## config.mk

```make
export PLATFORM = sky130hd
export DESIGN_NAME = bias2_train_ctrl_flat
export DESIGN_NICKNAME = d
export VERILOG_FILES = /design/src/rtl/bias2_train_ctrl_if.sv /design/src/rtl/bias2_train_ctrl.sv /design/src/flat_wrapper.sv
export SDC_FILE = /design/constraint.sdc
export NUM_CORES = 1
export LEC_CHECK = 0
export ABC_AREA = 1
export BUFFER_PORTS_ARGS = -buffer_cell sky130_fd_sc_hd__buf_4
export CORE_MARGIN = 8
export CORE_UTILIZATION = 54
export CTS_CLUSTER_DIAMETER = 80
export DETAILED_ROUTE_END_ITERATION = 16
export MAX_ROUTING_LAYER = met4
export PLACE_DENSITY = 0.79
export SLEW_MARGIN = 20
export SYNTH_ARGS = -nofsm -noshare
export SYNTH_HDL_FRONTEND = slang
export SYNTH_SLANG_ARGS = --single-unit
```

## constraint.sdc

```tcl
create_clock -name clk -period 1.4 [get_ports clk]
set_clock_uncertainty 0.1 [all_clocks]
set_input_delay 0.07 -clock clk [delete_from_list [all_inputs] [get_ports clk]]
set_output_delay 0.07 -clock clk [all_outputs]
set_load 0.05 [all_outputs]
```

## src/rtl/bias2_train_ctrl_if.sv

```systemverilog
`default_nettype none
// ============================================================================
//  Module      : bias2_train_ctrl_if
//  Description : Handshake bundle between the layer-2 bias training sequencer
//                and the datapath / agent controller.
//                  start    - one-cycle request to begin a training run
//                  fwd_done - datapath strobe: forward pass complete
//                  bp_done  - datapath strobe: deltas valid and stable
//                  ctrl     - phase code (0000 idle, 0010 fwd, 0100 bp, 0001 upd)
//                  step     - current iteration 1..NUM_ITER, 0 when idle
//                  busy     - run in progress (FWD/BP/UPD)
//                  done     - one-cycle completion pulse
//                  err      - sticky timeout flag
//                master = sequencer side, slave = datapath/agent side.
//  Revision    : 1.0 - initial release
// ============================================================================
interface bias2_train_ctrl_if;
    logic       start;
    logic       fwd_done;
    logic       bp_done;
    logic [3:0] ctrl;
    logic [3:0] step;
    logic       busy;
    logic       done;
    logic       err;

    modport master (
        input  start, fwd_done, bp_done,
        output ctrl, step, busy, done, err
    );

    modport slave (
        output start, fwd_done, bp_done,
        input  ctrl, step, busy, done, err
    );
endinterface
`default_nettype wire

```

## src/rtl/bias2_train_ctrl.sv

```systemverilog
`default_nettype none
// ============================================================================
//  Module      : bias2_train_ctrl
//  Description : Training-loop sequencer for the layer-2 bias bank. Each
//                iteration runs forward pass, backprop and a single-cycle
//                update; a timeout guards the FWD/BP waits.
//  Ports       : clk  - system clock (rising edge)
//                rst  - synchronous active-high reset
//                bus  - bias2_train_ctrl_if.master (start, fwd_done, bp_done
//                       in; ctrl, step, busy, done, err out)
//  Parameters  : NUM_ITER - iterations per run (1..15)
//                TIMEOUT  - max cycles waiting in FWD or BP (2..255)
//  Revision    : 1.0 - initial release
// ============================================================================
module bias2_train_ctrl #(
    parameter int NUM_ITER = 10,
    parameter int TIMEOUT  = 64
) (
    input  logic               clk,
    input  logic               rst,
    bias2_train_ctrl_if.master bus
);

    localparam logic [2:0] S_IDLE = 3'd0;
    localparam logic [2:0] S_FWD  = 3'd1;
    localparam logic [2:0] S_BP   = 3'd2;
    localparam logic [2:0] S_UPD  = 3'd3;
    localparam logic [2:0] S_DONE = 3'd4;
    localparam logic [2:0] S_ERR  = 3'd5;

    localparam logic [3:0] LAST_ITER = 4'(NUM_ITER);
    localparam logic [7:0] TMO_LAST  = 8'(TIMEOUT - 1);

    logic [2:0] state, state_nxt;
    logic [3:0] step_cnt, step_nxt;
    logic [7:0] tmo_cnt, tmo_nxt;

    always_comb begin
        state_nxt = state;
        step_nxt  = step_cnt;
        tmo_nxt   = tmo_cnt;
        case (state)
            S_IDLE, S_DONE, S_ERR: begin
                tmo_nxt  = 8'd0;
                step_nxt = 4'd0;
                if (bus.start) begin
                    state_nxt = S_FWD;
                    step_nxt  = 4'd1;
                end else if (state == S_DONE) begin
                    state_nxt = S_IDLE;
                end
            end
            S_FWD: begin
                // A strobe on the last allowed cycle still wins over the timeout.
                if (bus.fwd_done) begin
                    state_nxt = S_BP;
                    tmo_nxt   = 8'd0;
                end else if (tmo_cnt == TMO_LAST) begin
                    state_nxt = S_ERR;
                    step_nxt  = 4'd0;
                    tmo_nxt   = 8'd0;
                end else begin
                    tmo_nxt = tmo_cnt + 8'd1;
                end
            end
            S_BP: begin
                if (bus.bp_done) begin
                    state_nxt = S_UPD;
                    tmo_nxt   = 8'd0;
                end else if (tmo_cnt == TMO_LAST) begin
                    state_nxt = S_ERR;
                    step_nxt  = 4'd0;
                    tmo_nxt   = 8'd0;
                end else begin
                    tmo_nxt = tmo_cnt + 8'd1;
                end
            end
            S_UPD: begin
                tmo_nxt = 8'd0;
                if (step_cnt == LAST_ITER) begin
                    state_nxt = S_DONE;
                    step_nxt  = 4'd0;
                end else begin
                    state_nxt = S_FWD;
                    step_nxt  = step_cnt + 4'd1;
                end
            end
            default: begin
                state_nxt = S_IDLE;
                step_nxt  = 4'd0;
                tmo_nxt   = 8'd0;
            end
        endcase
    end

    // Outputs are decoded from the next state and registered alongside it,
    // so they change on the same edge as the state with no input-to-output
    // combinational path.
    always_ff @(posedge clk) begin
        if (rst) begin
            state    <= S_IDLE;
            step_cnt <= 4'd0;
            tmo_cnt  <= 8'd0;
            bus.ctrl <= 4'b0000;
            bus.busy <= 1'b0;
            bus.done <= 1'b0;
            bus.err  <= 1'b0;
        end else begin
            state    <= state_nxt;
            step_cnt <= step_nxt;
            tmo_cnt  <= tmo_nxt;
            bus.busy <= (state_nxt == S_FWD) || (state_nxt == S_BP) || (state_nxt == S_UPD);
            bus.done <= (state_nxt == S_DONE);
            bus.err  <= (state_nxt == S_ERR);
            case (state_nxt)
                S_FWD:   bus.ctrl <= 4'b0010;
                S_BP:    bus.ctrl <= 4'b0100;
                S_UPD:   bus.ctrl <= 4'b0001;
                default: bus.ctrl <= 4'b0000;
            endcase
        end
    end

    assign bus.step = step_cnt;

endmodule
`default_nettype wire
```

## src/flat_wrapper.sv

```systemverilog
// flat-port wrapper written by rule: the top's interface ports become plain ports
module bias2_train_ctrl_flat 
#(
    parameter int NUM_ITER = 10,
    parameter int TIMEOUT  = 64
)
  (clk, rst, bus_start, bus_fwd_done, bus_bp_done, bus_ctrl, bus_step, bus_busy, bus_done, bus_err);
  bias2_train_ctrl_if bus_i ();
  input  logic clk;
  input  logic rst;
  input wire logic [$bits(bus_i.start)-1:0] bus_start;
  input wire logic [$bits(bus_i.fwd_done)-1:0] bus_fwd_done;
  input wire logic [$bits(bus_i.bp_done)-1:0] bus_bp_done;
  output wire logic [$bits(bus_i.ctrl)-1:0] bus_ctrl;
  output wire logic [$bits(bus_i.step)-1:0] bus_step;
  output wire logic [$bits(bus_i.busy)-1:0] bus_busy;
  output wire logic [$bits(bus_i.done)-1:0] bus_done;
  output wire logic [$bits(bus_i.err)-1:0] bus_err;
  assign bus_i.start = bus_start;
  assign bus_i.fwd_done = bus_fwd_done;
  assign bus_i.bp_done = bus_bp_done;
  assign bus_ctrl = bus_i.ctrl;
  assign bus_step = bus_i.step;
  assign bus_busy = bus_i.busy;
  assign bus_done = bus_i.done;
  assign bus_err = bus_i.err;
  bias2_train_ctrl #(.NUM_ITER(NUM_ITER), .TIMEOUT(TIMEOUT)) u_core (.clk(clk), .rst(rst), .bus(bus_i));
endmodule
```

==> results.py, run 1 <==
metrics = {
    "status": {
        "status": "complete, no violations",
    },
    "global_routing": {
        "globalRouteOverflowTotal": 0,
        "grt_pass1_wl_mm": 3.72,
        "antenna_found_initial": 0,
        "grt_pass1_vias": 885,
        "grt_max_degree": 13,
        "track_usage_pct": 13.9,
    },
    "route": {
        "drtIter0Drc": 32,
        "drc": 0,
        "dr.pass1.iters": 5,
        "num_vias": 940,
        "wire_per_inst_microns": 12.8,
        "postRouteAntennaNets": 0,
        "viasPerCell": 5.05,
        "wl_mm": 2.39,
    },
    "cts": {
        "htreeDepth": 1,
        "max-clock-path-buffers": 2,
        "clk_pin_slew_ps": 120,
        "cts_sinks": 21,
        "clock_latency_ps": 320,
        "tritoncts": "yes",
        "root_buffer": "clkbuf_4",
        "numCtsBuffers": 3,
    },
    "finish": {
        "fin_util_pct": 70.8,
        "num-nets-final": 168,
        "final_cell_area_sq_um": 1330,
        "drive_gt1_share_pct": 43.4,
        "final_common_cell": "buf_4",
        "diodes": 0,
        "area_delta_synth_final_pct": 28.6,
        "final_cell_mix": "buf_4 (23), nand2_1 (17), nor2_1 (16), inv_1 (13)",
        "finalNonFillerCells": 186,
    },
    "synth": {
        "ys_ff_latch": 21,
        "ys_warn_count": 0,
        "avgSynthCellArea_sq_um": 7.79,
        "synthMuxAreaShare_pct": 0,
        "synth_top_family_by_area": "simple AND/OR/NAND/NOR gates",
        "syn_nets": 141,
        "synth_xor_xnor_area_share_pct": 2.54,
        "seq_area_frac_synth_pct": 40.6,
        "netlist_area_sq_um": 1040,
        "yosysTopAreaCell": "dfxtp_1",
        "synth_compound_area_share_pct": 7.00,
        "synthCells": 133,
        "synthAdderAreaFrac_pct": 3.62,
        "synthDominantCellAreaShare_pct": 40.6,
        "synthTopCellsByArea": "dfxtp_1 (41%), nand2_1 (8.7%), nor2_1 (5.8%), inv_1 (4.7%), nor3_2 (3.9%)",
        "ys_types": 28,
        "yosys.area_share.simple_pct": 37.9,
    },
    "sta": {
        "finalHoldViolations": 0,
        "slew_viol_final": 0,
        "fmax_mhz": 717,
        "hold_slack_ps": 25.5,
        "period_share_pct": 99.6,
        "min_period_ps": 1390,
        "grt_setup_unrepaired": "true",
        "setup_ws_ps": 5.25,
        "setup_violations": 0,
    },
    "pwr": {
        "powerDensity_nw_per_um2": 1060,
        "p_sw_w": 0.000522,
        "power_frac_comb_pct": 30.8,
        "p_seq_share_pct": 47.9,
        "p_int_w": 0.000894,
        "leakage_nw": 0.610,
        "power_frac_clock_pct": 21.3,
        "max-vdd-ir-drop_mv": 0.842,
        "switching_share_pct": 36.9,
    },
    "setup_path": {
        "arrival_ps": 1510,
        "worst-setup-path-type": "flop to flop",
        "worstSetupStartpointType": "flop",
        "endpoint_kind": "flop",
        "critPathMaxFanout": 3,
        "required_ps": 1520,
    },
    "die": {
        "die_y_microns": 59.8,
        "ios": 16,
        "start_util_pct": 55.1,
        "die_w_microns": 59.8,
        "rows": 16,
        "design.core.area_sq_um": 1880,
        "die_area_sq_um": 3580,
    },
    "place": {
        "dp_hpwl_mm": 1.57,
        "pre_cts_slack_ps": -7.18,
        "place_area_sq_um": 1190,
        "dp.cells": 175,
        "io_buffers": 14,
        "gp_congestion": 0.925,
    },
    "flow_run": {
        "cap_violations": 0,
    },
    "worst_hold_path": {
        "hold_path.class": "input pin to flop",
    },
}
[what timing repair did]
action                                 4_1_cts  5_1_grt
setup buffers                                1        4
endpoints found under the hold margin        9        0
pin swaps                                    5       10
resized for setup                            6       14
hold buffers                                 1        0
cloned                                       0        1
setup endpoints to repair                    3       18
[state kept, by name (all words and copies together), names as in the netlist]
name and flops:
u_core.bus.ctrl 3, u_core.bus.busy 1, u_core.state 3, u_core.tmo_cnt 8, u_core.bus.err 1, u_core.bus.step 4, u_core.bus.done 1
[worst paths after layout]
kind	start	to	slack, ps	cells past startpoint
max	u_core.bus.step[0]$_SDFFE_PP0P_	u_core.bus.ctrl[1]$_SDFF_PP0_	5	9
max reg2reg	u_core.bus.step[0]$_SDFFE_PP0P_	u_core.bus.ctrl[1]$_SDFF_PP0_	5	9
min	bus_bp_done	u_core.bus.ctrl[0]$_SDFF_PP0_	30	3
min reg2reg	u_core.bus.step[3]$_SDFFE_PP0P_	u_core.bus.step[3]$_SDFFE_PP0P_	420	2
[layout make-up]
class	instances	area, sq um
flip-flops and latches	21	444
multi-input cells	93	579
clock buffers	3	22.5
inverters	16	60.1
clock inverters	1	5.00
fillers	163	549
repair buffers	24	183
well taps	27	33.8
repair inverters	1	5.00
[cells in the mapped netlist]
cell type / instances
nand3_4: 1
nand4_1: 5
o21ai_2: 1
conb_1: 1
nand3_1: 7
ha_1: 3
clkbuf_1: 1
nand3_2: 3
dfxtp_1: 21
nor2_2: 3
buf_6: 1
inv_2: 3
nand2_2: 6
or2_1: 1
inv_1: 13
nor3_2: 4
nor3_1: 3
a21oi_2: 1
nor2_1: 16
o21ai_0: 1
nor2_4: 1
nand2_1: 24
a21oi_1: 7
xor2_1: 2
buf_4: 1
o21bai_1: 1
xnor2_1: 1
a21o_1: 1
[metrics by stage]
step | power (W) | setup TNS, ps
4_1_cts | 0.00139 | 0
3_5_place_dp | 0.00108 | -10.7
6_report | 0.00142 | 0
2_1_floorplan | 0.000996 | -14.5
3_3_place_gp | 0.00108 | 0
5_1_grt | 0.00149 | -329
[power by group through the flow]
stage / Sequential [W] / Clock, W / Combinational (W)
floorplan: 0.000764 / 0 / 0.000233
global placement: 0.000686 / 0 / 0.000389
detailed placement: 0.000686 / 0 / 0.000394
CTS: 0.000675 / 0.000304 / 0.000412
global route: 0.000685 / 0.000333 / 0.000473
finish: 0.000678 / 0.000302 / 0.000436
[cells by family after synthesis]
| group | count (synthesis) |
|---|---|
| AOI/OAI and AO/OA | 12 |
| xor gates and xnor gates | 3 |
| adders and majority gates | 3 |
| buffers and inverters | 19 |
| DFF | 21 |
| other | 1 |
| and+or+nand+nor | 74 |
[critical path, cell delays in order (launching register included)]
cell and delay [ps]:
dfxtp_4 360, inv_1 70, ha_1 160, nand3_2 90, nand2_2 90, nand2_1 70, nor2_2 140, nand2_2 80
nand2_2 80, nor2_1 40
[per-layer routing]
metal / track usage [%] / vias up / wire length, microns
met2: 23.2 / 22 / 1190
met4: 6.12 / 0 / 34
met3: 3.87 / 5 / 133
met1: 15.0 / 435 / 1030
met5: - / - / 0
li1: - / 478 / -
(Power assumes the default switching activity.)
==> run 2, diff against run 1 <==
Settings changed: CAP_MARGIN set to 10, PLACE_DENSITY 0.79 to 0.75.
==> results.py, run 2 (synthesized netlist as in run 1, its figures left out) <==
metrics = {
    "pwr": {
        "power_frac_comb_pct": 32.4,
        "leakage_nw": 0.604,
        "totalPowerFinal_w": 0.00143,
        "p_seq_share_pct": 47.8,
        "switching_share_pct": 36.6,
        "p_sw_w": 0.000523,
        "p_int_w": 0.000906,
        "power_frac_clock_pct": 19.8,
        "max-vdd-ir-drop_mv": 0.772,
        "powerDensity_nw_per_um2": 1060,
    },
    "finish": {
        "finalNonFillerCells": 183,
        "final_cell_mix": "buf_4 (21), nand2_1 (17), nor2_1 (14), dfxtp_1 (13), inv_1 (12)",
        "fin_util_pct": 71.3,
        "drive_gt1_share_pct": 43.6,
        "diodes": 0,
        "largest_reg_flops": 8,
        "largest-register": "u_core.tmo_cnt",
        "num-nets-final": 165,
        "final_cell_area_sq_um": 1340,
        "final_common_cell": "buf_4",
        "area_delta_synth_final_pct": 29.6,
    },
    "cts": {
        "tritoncts": "yes",
        "root_buffer": "clkbuf_4",
        "htreeDepth": 1,
        "clk_pin_slew_ps": 110,
        "numCtsBuffers": 3,
        "clock_latency_ps": 300,
        "cts_sinks": 21,
        "max-clock-path-buffers": 2,
    },
    "setup_path": {
        "worst_path_largest_cell_delay_ps": 370,
        "critPathBufInv": 0,
        "cp-startpoint": "u_core.tmo_cnt[1]$_SDFF_PP0_",
        "path_cells": "ha_4 -> nand2_4 -> nor2_4 -> nand3_4 -> nand2_2 -> nand2_2 -> nand3_1 -> nor2_1",
        "ff2ff_setup_slack_ps": 20,
        "cp_top_family": "simple AND/OR/NAND/NOR gates",
        "worstSetupStartpointType": "flop",
        "worst-setup-path-type": "flop to flop",
        "critPathMaxFanout": 6,
        "required_ps": 1500,
        "reg2reg_from": "u_core.tmo_cnt[1]$_SDFF_PP0_",
        "cp_slowest_cell": "dfxtp_2",
        "endpoint_kind": "flop",
        "cpMostUsedCell": "nand2_2",
        "arrival_ps": 1480,
    },
    "sta": {
        "slew_viol_final": 0,
        "period_share_pct": 98.6,
        "fmax_mhz": 725,
        "setup_violations": 0,
        "finalHoldViolations": 0,
        "tns_ps": 0,
        "grt_setup_unrepaired": "true",
        "min_period_ps": 1380,
    },
    "place": {
        "place_area_sq_um": 1210,
        "gp_congestion": 0.877,
        "dp.cells": 177,
        "dp_hpwl_mm": 1.55,
        "io_buffers": 14,
    },
    "route": {
        "postRouteAntennaNets": 0,
        "wire_per_inst_microns": 11.5,
        "drtIter0Drc": 22,
        "drc": 0,
        "wl_mm": 2.10,
        "viasPerCell": 4.97,
        "num_vias": 909,
        "dr.pass1.iters": 4,
    },
    "die": {
        "ios": 16,
        "rows": 16,
        "die_area_sq_um": 3580,
        "die_w_microns": 59.8,
        "die_y_microns": 59.8,
        "design.core.area_sq_um": 1880,
        "start_util_pct": 55.1,
    },
    "global_routing": {
        "grt_max_degree": 13,
        "grt_pass1_vias": 880,
        "grt_pass1_wl_mm": 3.59,
        "antenna_found_initial": 0,
        "globalRouteOverflowTotal": 0,
        "track_usage_pct": 13.0,
    },
    "flow_run": {
        "cap_violations": 0,
    },
    "worst_hold_path": {
        "min_from": "bus_start",
        "hold_path.class": "input pin to flop",
    },
    "status": {
        "status": "complete, no violations",
    },
}
run 2: routing by layer:
layer	wire length [microns]	part of all wire [%]	vias to the layer above	track usage (%)
met5	0	0	-	-
met3	77	3.7	4	3.01
li1	-	-	471	-
met2	1060	51	16	21.2
met4	19	0.90	0	4.42
met1	941	45	418	15.3
run 2: timing repair:
action                     in CTS  in global routing
setup endpoints to repair       2                 18
pin swaps                       0                 12
gates resized for setup         4                 21
hold endpoints to repair        9                  0
setup buffers                   0                  1
hold buffers                    1                  0
run 2: power by group through the flow:
stage | Sequential (W) | Clock, W | Combinational (W)
2_1_floorplan | 0.000764 | 0 | 0.000233
3_3_place_gp | 0.000686 | 0 | 0.000399
3_5_place_dp | 0.000686 | 0 | 0.000403
4_1_cts | 0.000674 | 0.000299 | 0.000415
5_1_grt | 0.000689 | 0.000325 | 0.000507
6_report | 0.000683 | 0.000282 | 0.000464
run 2: area by class of cell:
class	instances	area, sq um
Inverter	16	60.1
Multi-Input combinational cell	93	616
Clock buffer	3	22.5
Timing Repair Buffer	22	168
Clock inverter	1	5.00
Tap cell	27	33.8
Fill cell	155	539
Sequential cell	21	438
run 2: stage by stage:
| step | hold WS (ps) | worst slack (ps) |
|---|---|---|
| 5_1_grt | 76.5 | -85.8 |
| 6_report | 53.1 | 19.9 |
| 3_3_place_gp | 214 | 39.2 |
| 4_1_cts | 17.7 | 2.45 |
| 2_1_floorplan | 180 | -14.5 |
| 3_5_place_dp | 226 | -13.5 |
run 2: final timing paths:
check | cells after the start | end
worst max-delay path | 8 | u_core.bus.busy$_SDFF_PP0_
worst min-delay path | 5 | u_core.bus.step[0]$_SDFFE_PP0P_
worst min register to register | 2 | u_core.bus.step[2]$_SDFFE_PP0P_
worst max register to register | 8 | u_core.bus.busy$_SDFF_PP0_
run 2: tightest hold or removal path, cell delays in order:
cell     delay (ps)
buf_4           120
nand3_1          70
o21ai_0          70
inv_1            50
a21oi_1          50
==> run 3, diff against run 2 <==
Settings changed: PLACE_DENSITY 0.75 to 0.76, RECOVER_POWER set to 50.
==> results.py, run 3 (synthesized netlist as in run 1, its figures left out) <==
metrics = {
    "status": {
        "status": "finished with violations",
        "violations": "setup timing",
    },
    "setup_path": {
        "cpMostUsedCell": "nand2_2",
        "cp_slowest_cell": "dfxtp_2",
        "path_cells": "ha_4 -> nand2_4 -> nor2_4 -> nand3_4 -> nand2_2 -> nand2_2 -> nand2_2 -> nand2_2 -> nor2_2",
        "r2r_cells": 9,
        "endpoint_kind": "flop",
        "worst_path_largest_cell_delay_ps": 380,
        "cp_top_family": "simple AND/OR/NAND/NOR gates",
        "required_ps": 1550,
        "critPathMaxFanout": 6,
        "cp.depth": 9,
        "critPathBufInv": 0,
        "worst-setup-path-type": "flop to flop",
        "worstSetupStartpointType": "flop",
        "arrival_ps": 1550,
        "ff2ff_setup_slack_ps": -2,
    },
    "die": {
        "die_w_microns": 59.8,
        "rows": 16,
        "die_y_microns": 59.8,
        "start_util_pct": 55.1,
        "die_area_sq_um": 3580,
        "design.core.area_sq_um": 1880,
        "ios": 16,
    },
    "pwr": {
        "totalPowerFinal_w": 0.00141,
        "powerDensity_nw_per_um2": 1070,
        "leakage_nw": 0.602,
        "max-vdd-ir-drop_mv": 0.923,
    },
    "finish": {
        "area_delta_synth_final_pct": 28.0,
        "largest_reg_flops": 8,
        "largest-register": "u_core.tmo_cnt",
        "drive_gt1_share_pct": 45.3,
        "final_cell_mix": "nand2_1 (17), buf_4 (17), nor2_1 (15), dfxtp_1 (13), nand2_2 (12)",
        "diodes": 0,
        "num-nets-final": 168,
        "final_cell_area_sq_um": 1330,
    },
    "route": {
        "postRouteAntennaNets": 0,
        "wire_per_inst_microns": 11.6,
        "dr.pass1.iters": 4,
        "drtIter0Drc": 14,
        "viasPerCell": 4.83,
        "drc": 0,
        "num_vias": 898,
        "wl_mm": 2.17,
    },
    "sta": {
        "fmax_mhz": 714,
        "period_share_pct": 100,
        "grt_setup_unrepaired": "true",
        "slew_viol_final": 0,
        "setup_ws_ps": -1.51,
        "finalHoldViolations": 0,
        "setup_violations": 1,
        "hold_slack_ps": 29.7,
        "min_period_ps": 1400,
    },
    "global_routing": {
        "track_usage_pct": 13.7,
        "grt_pass1_wl_mm": 3.66,
        "antenna_found_initial": 0,
        "globalRouteOverflowTotal": 0,
        "grt_max_degree": 13,
        "grt_pass1_vias": 879,
    },
    "cts": {
        "numCtsBuffers": 3,
        "root_buffer": "clkbuf_4",
        "clk_pin_slew_ps": 130,
        "max-clock-path-buffers": 2,
        "htreeDepth": 1,
        "clock_latency_ps": 310,
        "cts_sinks": 21,
        "tritoncts": "yes",
    },
    "flow_run": {
        "cap_violations": 0,
    },
    "worst_hold_path": {
        "min_path_cells": 5,
        "hold_path.class": "input pin to flop",
    },
    "place": {
        "gp_congestion": 0.844,
        "pre_cts_slack_ps": -11.2,
        "io_buffers": 14,
        "dp_hpwl_mm": 1.52,
        "place_area_sq_um": 1200,
    },
}
-- run 3: per-layer routing --
metal	global-route usage (%)	wire length, microns
met3	3.23	102
met1	14.5	967
met2	23.7	1060
met5	-	0
met4	6.12	38
-- run 3: where the power goes --
group / total, W / switching (W) / internal (W)
Clock: 0.000301 / 0.000194 / 0.000107
Combinational: 0.000432 / 0.000293 / 0.000139
Sequential: 0.000681 / 0.0000385 / 0.000643
Total: 0.00141 / 0.000526 / 0.000889
-- run 3: repair_timing --
action | in CTS | in global routing
endpoints found under the hold margin | 9 | 0
endpoints found under the setup margin | 4 | 17
setup buffers | 3 | 2
hold buffers | 1 | 0
gates resized for setup | 7 | 15
pin swaps | 6 | 10
-- run 3: stage by stage --
step | instances | setup TNS [ps] | util [%]
finish | 186 | -1.51 | 70.5
global route | 186 | -647 | 70.5
global placement | 176 | -3.98 | 63.8
floorplan | 133 | -14.5 | -
CTS | 184 | 0 | 68.0
detailed placement | 176 | -11.2 | 63.8
-- run 3: path summary, 6_finish.rpt --
check,from,end
setup / recovery,u_core.tmo_cnt[1]$_SDFF_PP0_,u_core.bus.ctrl[1]$_SDFF_PP0_
setup reg to reg,u_core.tmo_cnt[1]$_SDFF_PP0_,u_core.bus.ctrl[1]$_SDFF_PP0_
hold / removal,bus_start,u_core.bus.step[0]$_SDFFE_PP0P_
hold reg to reg,u_core.bus.step[3]$_SDFFE_PP0P_,u_core.bus.step[3]$_SDFFE_PP0P_
-- run 3: final cells by class --
cell class	count	area [sq um]
multi-input combinational	93	594
fill	172	556
sequential	21	438
timing repair buffer	25	173
inverter	16	60.1
tap	27	33.8
clock buffer	3	22.5
clock inverter	1	5.00
-- run 3: worst min-delay path, cell delays in order --
cell and delay (ps):
buf_4 120, nand3_1 60, o21ai_0 70, inv_1 50, a21oi_1 50
